===== config.mk =====
export PLATFORM = sky130hd
export DESIGN_NAME = fetch_ctrl
export DESIGN_NICKNAME = d
export VERILOG_FILES = /design/src/rtl/fetch_ctrl.sv
export SDC_FILE = /design/constraint.sdc
export NUM_CORES = 1
export LEC_CHECK = 0
export ABC_AREA = 1
export CAP_MARGIN = 25
export CORE_ASPECT_RATIO = 1.1
export CORE_MARGIN = 3
export CORE_UTILIZATION = 38
export CTS_BUF_LIST = sky130_fd_sc_hd__clkbuf_8
export CTS_CLUSTER_DIAMETER = 60
export DETAILED_ROUTE_END_ITERATION = 6
export PLACE_DENSITY = 0.81
export REMOVE_ABC_BUFFERS = 1
export SLEW_MARGIN = 20
export SYNTH_ARGS = -nofsm -noshare
export SYNTH_HDL_FRONTEND = slang
export SYNTH_SLANG_ARGS = --single-unit

===== constraint.sdc =====
create_clock -name clk_i -period 1.4 [get_ports clk_i]
set_clock_uncertainty 0.05 [all_clocks]
set_input_delay 0.28 -clock clk_i [delete_from_list [all_inputs] [get_ports clk_i]]
set_output_delay 0.28 -clock clk_i [all_outputs]
set_load 0.05 [all_outputs]

===== src/rtl/fetch_ctrl.sv =====
`default_nettype none
// =============================================================================
// fetch_ctrl : single-outstanding instruction fetch sequencer with a one-entry
//              decode buffer and redirect handling.  Revision 1.0
// =============================================================================
module fetch_ctrl #(
  parameter int unsigned       ADDR_W   = 32,
  parameter logic [ADDR_W-1:0] RESET_PC = '0
) (
  input  logic              clk_i,
  input  logic              rst_i,
  input  logic              redirect_valid_i,
  input  logic [ADDR_W-1:0] redirect_pc_i,
  output logic              mem_req_o,
  output logic [ADDR_W-1:0] mem_addr_o,
  input  logic              mem_gnt_i,
  input  logic              mem_rvalid_i,
  input  logic [31:0]       mem_rdata_i,
  output logic              instr_valid_o,
  output logic [31:0]       instr_o,
  output logic [ADDR_W-1:0] instr_pc_o,
  input  logic              instr_ready_i
);

  typedef enum logic [1:0] {
    S_IDLE = 2'd0,
    S_REQ  = 2'd1,
    S_WAIT = 2'd2,
    S_DROP = 2'd3
  } state_e;

  localparam logic [ADDR_W-1:0] RESET_PC_ALIGNED = {RESET_PC[ADDR_W-1:2], 2'b00};

  state_e            state_q, state_d;
  logic [ADDR_W-1:0] pc_q, pc_d;
  logic [ADDR_W-1:0] req_pc_q, req_pc_d;
  logic              buf_valid_q, buf_valid_d;
  logic [31:0]       buf_instr_q, buf_instr_d;
  logic [ADDR_W-1:0] buf_pc_q, buf_pc_d;

  logic              buf_drain;
  logic              buf_space;
  logic              req_fire;
  logic              buf_write;
  logic [ADDR_W-1:0] pc_plus4;
  logic [ADDR_W-1:0] redirect_pc_aligned;
  logic              unused_redirect_lsb;

  assign buf_drain           = buf_valid_q & instr_ready_i;
  assign buf_space           = ~buf_valid_q | instr_ready_i;
  assign pc_plus4            = pc_q + ADDR_W'(4);
  assign redirect_pc_aligned = {redirect_pc_i[ADDR_W-1:2], 2'b00};
  assign unused_redirect_lsb = ^redirect_pc_i[1:0];

  // The request is withheld while decode holds a full buffer, so any granted
  // response always finds the buffer empty when it returns.
  assign mem_req_o  = (state_q == S_REQ) & buf_space;
  assign mem_addr_o = pc_q;
  assign req_fire   = mem_req_o & mem_gnt_i;
  assign buf_write  = (state_q == S_WAIT) & mem_rvalid_i & ~redirect_valid_i;

  assign instr_valid_o = buf_valid_q;
  assign instr_o       = buf_instr_q;
  assign instr_pc_o    = buf_pc_q;

  always_comb begin
    state_d     = state_q;
    pc_d        = pc_q;
    req_pc_d    = req_pc_q;
    buf_valid_d = buf_valid_q;
    buf_instr_d = buf_instr_q;
    buf_pc_d    = buf_pc_q;

    if (buf_drain) begin
      buf_valid_d = 1'b0;
    end

    case (state_q)
      S_IDLE: begin
        if (buf_space) begin
          state_d = S_REQ;
        end
      end
      S_REQ: begin
        if (req_fire) begin
          req_pc_d = pc_q;
          pc_d     = pc_plus4;
          state_d  = S_WAIT;
        end
      end
      S_WAIT: begin
        if (mem_rvalid_i) begin
          state_d = buf_space ? S_REQ : S_IDLE;
        end
      end
      S_DROP: begin
        if (mem_rvalid_i) begin
          state_d = S_REQ;
        end
      end
      default: state_d = S_IDLE;
    endcase

    if (buf_write) begin
      buf_valid_d = 1'b1;
      buf_instr_d = mem_rdata_i;
      buf_pc_d    = req_pc_q;
    end

    // Redirect overrides everything except reset. A response landing in DROP
    // on the same cycle retires the killed request, so DROP need not persist.
    if (redirect_valid_i) begin
      pc_d        = redirect_pc_aligned;
      buf_valid_d = 1'b0;
      case (state_q)
        S_IDLE:  state_d = S_REQ;
        S_REQ:   state_d = req_fire ? S_DROP : S_REQ;
        S_WAIT:  state_d = mem_rvalid_i ? S_REQ : S_DROP;
        S_DROP:  state_d = mem_rvalid_i ? S_REQ : S_DROP;
        default: state_d = S_IDLE;
      endcase
    end
  end

  always_ff @(posedge clk_i) begin
    if (rst_i) begin
      state_q     <= S_IDLE;
      pc_q        <= RESET_PC_ALIGNED;
      req_pc_q    <= '0;
      buf_valid_q <= 1'b0;
      buf_instr_q <= '0;
      buf_pc_q    <= '0;
    end else begin
      state_q     <= state_d;
      pc_q        <= pc_d;
      req_pc_q    <= req_pc_d;
      buf_valid_q <= buf_valid_d;
      buf_instr_q <= buf_instr_d;
      buf_pc_q    <= buf_pc_d;
    end
  end

endmodule
`default_nettype wire


==> Word-level counts from Yosys, hierarchy flattened <==
Cells that the tools add are included.
{ "word_totals": {"out_inout_bits": 98, "in_bits": 70, "latchBits": 0, "regBits": 131, "n_memories": 0, "ramBits": 0, "rom_bits": 0} }
{ "classes": {"n_eq_ne": 7, "n_addsub": 1, "mux": 15, "n_lt_le_gt_ge": 0, "n_mul": 0, "n_reduce_logical": 9, "n_bitwise": 8, "n_shift": 0, "div": 0} }
{ "ops": {"columns": ["op", "count"], "rows": [
  ["two-way mux 32 bit", 3],
  ["adder 32 x 3 -> 32 bit (second input constant)", 1],
  ["two-way mux 2 bit", 7],
  ["!= test 3 bit (second input constant)", 4],
  ["one-hot mux 2 bit (4 select lines)", 1],
  ["one-hot mux 2 bit (3 select lines)", 1],
  ["nonzero test 2 bit", 3],
  ["bitwise AND 1 bit", 5],
  ["== test 2 bit (second input constant)", 2],
  ["AND reduction 2 bit", 2],
  ["AND reduction 4 bit", 1],
  ["OR reduction 2 bit", 2],
  ["two-way mux 1 bit", 3],
  ["== test 2 x 1 -> 1 bit (second input constant)", 1],
  ["zero test 2 bit", 1],
  ["inverter 1 bit", 2],
  ["bitwise OR 1 bit", 1]
]} }

==> Logic depth before layout (Yosys ltp) <==
{ "logic_depth": {"depth_word": 7, "ltp_mapped": 10, "depth_no_buf": 9} }

==> Worst setup path before layout <==
OpenSTA, ideal clock, no wires.
{ "synth_path": {"path_kind": "register to register", "startpoint": "register pc_q[2] (netlist: mem_addr_o[2])", "endpoint": "register pc_q[18] (netlist: mem_addr_o[18])", "required_time_ns": 1.280, "n_path_buf": 0, "synth_period_minus_slack_ns": 1.869, "t_arrival_ns": 1.749, "path_stages_with_launch": 9, "setup_slack_ns": -0.469, "cell_sequence": "dfxtp_1 -> ha_1 -> nand2_1 -> nor2_2 -> nand2_1 -> nor2_4 -> xor2_1 -> nand2_1 -> a21oi_1"} }
{ "synth_between": {"elab_chain_len": 4} }
{ "synth_lines": {"columns": ["element", "line_no", "text"], "rows": [
  ["start: declaration", "35", "logic [ADDR_W-1:0] pc_q, pc_d;"],
  ["start signal: assignment", "135", "pc_q <= pc_d;"],
  ["adder 32 x 3 -> 32 bit", "51", "assign pc_plus4 = pc_q + ADDR_W'(4);"],
  ["two-way mux 32 bit", "85", "if (req_fire) begin"],
  ["two-way mux 32 bit", "78", "case (state_q)"],
  ["two-way mux 32 bit", "112", "if (redirect_valid_i) begin"]
]} }
No other way between the ends. The select of a mux whose other input is x is not followed.
A chain may end at the register's enable or synchronous reset.

==> Worst setup path in the final report <==
{ "layout_path": {"startpoint": "register state_q[0]", "endpoint": "register pc_q[19] (netlist: mem_addr_o[19])"} }
{ "layout_between": {"elab_chain_len": 5} }
{ "layout_lines": {"columns": ["element", "line_no", "text"], "rows": [
  ["start: declaration", "34", "state_e state_q, state_d;"],
  ["start signal: assignment", "134", "state_q <= state_d;"],
  ["== test 2 x 1 -> 1 bit (*)", "57, 78", null],
  ["bitwise AND 1 bit", "57", "assign mem_req_o = (state_q == S_REQ) & buf_space;"],
  ["bitwise AND 1 bit", "59", "assign req_fire = mem_req_o & mem_gnt_i;"],
  ["nonzero test 2 bit (no source line)", null, null],
  ["AND reduction 2 bit (no source line) (*)", null, null]
]} }
Every way passes the cells marked *; elsewhere a longest branch is shown, timed or not.

==> results.md <==
- Commonest non-fill, non-tap cell in the layout: nor2_1
- Clk pwr share: 0.347
- Peak supply drop: roughly 0.56 mV
- Startpoint type of the worst setup path: register
- # setup viols final: 137
- DRT Wirelength: ~25 mm
- I/O Buffers: 161
- DIE WIDTH: 120 um
- IO Count: 168
- Std cell rows: 45
- Number of fill cells: 811
- Clk_lat worst skew: 0.46 ns
- Mux contribution to synthesized area: 0
- Post-DP HPWL: 12.6 mm
- CTS tree: done
- Switching Share: 0.294
- Cell Area, Synth: approximately 5400 um^2
- H-Tree Depth: 4
- Pwr Density: approximately 900 nW/um^2
- # hold bufs at CTS: 0
- Initial Util: 0.390
- Tmin final: 1.75 ns
- Status: finished with violations
- Vias in the first global route: approximately 6,700
- Post-synthesis simple-gate area fraction: 0.274
- Reg clk slew, reported paths: 0.09 ns
- Critical Path AT: 2.03 ns
- Largest family of logic cells by synthesized area: simple AND/OR/NAND/NOR gates
- Critical path endpoint category: register
- Final GP Congestion: 0.913
- Max Fanout on Critical Path: 7
- Largest net degree at the start of global routing: 55
- Die Ht: 131 um
- Unrepaired setup endpoints after global routing: yes
- F_max: ~570 MHz
- Sequential Area: about 2600 um^2
- Async set-reset flop share out of synthesis: 0
- Iteration-0 DRC Markers: between 1,000 and 1,500
- Min-delay worst type: in2reg
- Layout cells sized above 1: 0.355
- Compound-Gate Fraction of Synth Area: 0.156
- Die footprint: roughly 16,000 um^2
- Nets: around 1,100
- Setup slack, reg-to-reg: -0.35 ns
- Failing checks: design-rule violations, negative setup slack
- First-pass GRT wire length: 35.2 mm
- Root Buffer: clkbuf_8
- Core Footprint: 13,900 um^2
- Maxcap violations: 0
- Hold slack: 0.350 ns
- Max Root-Sink Buffers: 2
- Int Power: between 6 and 7 mW
- DRT antenna net count: 0
- Setup CP Type: reg2reg
- Vias per Instance: 5.68
- Fin worst setup slack: -0.348 ns
- Synth-to-Final Area Change: 87.9%
- All-Layer GR Usage: 0.281
- Ys Warns: 0
- Final core occ: 0.732
- Number of instances in the synthesized netlist: 768
- Gr ovfl total: 0
- Via count: ~7,000
- Post-synthesis adder-cell area fraction: 0.00231
- Combinational share of power: 0.233
- Required time of the worst setup path: 1.68 ns
- Reg power frac: 0.420
- Library cells used by synthesis: 28
- Sequential share of the synthesized area: 0.462
- CTS Buf Count: 17
- Most frequent cells in the layout: nor2_1 (147), nand2_1 (124), buf_12 (103)
- Hold Vio Cnt, Final: 0
- Pre-CTS setup slack: -0.827 ns
- Ant. Diodes: 0
- Ys flop type: dfxtp_1
- Routed WL per cell: 20.3 um
- EDFF count, synth: 0
- CTS sink cnt: 125
- NetSw: 2.68 mW
- Multi-input logic area: around 2800 um^2
- Synth Area in XOR/XNOR: 0.0178
- Syn_area_per_cell: roughly 7.1 um^2
- Period utilization: 1.25
- Drt pass-1 iters: 7
- Pins Over Slew Limit: 0
- DRC Markers: 35
- Yosys reg bits: approximately 130
- P_leak: just over 4 nW
- Initial antenna violation count: 0
## cells in the mapped netlist (2+ instances only)
cell / instances / share of area
a21oi_1: 55 / 0.051
a31oi_1: 7 / 0.0081
buf_2: 7 / 0.0065
buf_4: 10 / 0.014
buf_6: 4 / 0.0083
clkbuf_1: 24 / 0.017
dfxtp_1: 125 / 0.46
inv_1: 57 / 0.039
inv_2: 4 / 0.0028
nand2_1: 138 / 0.096
nand2_2: 3 / 0.0035
nand3_1: 36 / 0.033
nand3_2: 2 / 0.0037
nand4_1: 3 / 0.0035
nor2_1: 161 / 0.11
nor2_2: 6 / 0.0069
nor2_4: 5 / 0.010
o21ai_0: 102 / 0.094
xor2_1: 10 / 0.016
## power by group through the flow
stage / logic, mW / registers (mW) / clock network (mW)
floorplan: 0.389 / 4.17 / 0
global placement: 1.58 / 3.88 / 0
detailed placement: 1.61 / 3.89 / 0
CTS: 1.92 / 3.81 / 3.13
global route: 2.19 / 3.84 / 3.33
finish: 2.12 / 3.83 / 3.16
## worst max-delay path, stage by stage, from the launching register on
cell     delay [ns]
dfxtp_2        0.36
inv_2          0.06
nor2_4         0.10
buf_4          0.13
nand3_4        0.10
buf_12         0.18
inv_12         0.08
nand3_1        0.12
nand2_1        0.10
nand2_1        0.07
o21ai_2        0.15
inv_1          0.10
## state kept, by name, summed over array words and instances, names as in the netlist
name / cells
req_pc_q: 30
instr_o: 32
state_q: 2
mem_addr_o: 30
instr_valid_o: 1
instr_pc_o: 30
## routing by layer
metal,track usage,part of all wire
met5,0,0
met4,0.183,0.089
met1,0.305,0.34
met3,0.0779,0.11
met2,0.476,0.46
## cell families after synthesis
family,count (synthesis)
DFF,125
xor gates and xnor gates,11
other,1
AOI/OAI and AO/OA,166
and+or+nand+nor,358
buffers and inverters,106
adders and majority gates,1
## what timing repair did
action / in CTS / in global routing
hold endpoints to repair: 0 / 0
resized for setup: 132 / 91
cloned: 9 / 0
setup endpoints to repair: 146 / 154
pin swaps: 12 / 20
buffers inserted: 34 / 18
## worst paths after layout
check	from	to	cells after the start
max reg2reg	state_q[0]	mem_addr_o[19]	11
max	state_q[0]	mem_addr_o[19]	11
min	redirect_pc_i[14]	mem_addr_o[14]	3
min reg2reg	req_pc_q[26]	req_pc_q[26]	2
## final cells by class
type / instances / area share
repair buffers: 289 / 0.386
flip-flops and latches: 125 / 0.253
inverters: 61 / 0.0250
multi-input cells: 541 / 0.274
clock inverters: 8 / 0.00627
well taps: 188 / 0.0231
clock buffers: 24 / 0.0324
## per-stage QoR
step / setup TNS [ns] / total power [mW] / cells / cell area [um^2]
floorplan: -69.78 / 4.55 / 726 / 5180
finish: -23.60 / 9.12 / 1236 / 10200
global placement: -55.99 / 5.46 / 1149 / 8590
global route: -28.41 / 9.37 / 1236 / 10200
CTS: -13.20 / 8.86 / 1223 / 9840
detailed placement: -59.93 / 5.49 / 1149 / 8590
(Power assumes the default switching activity.)
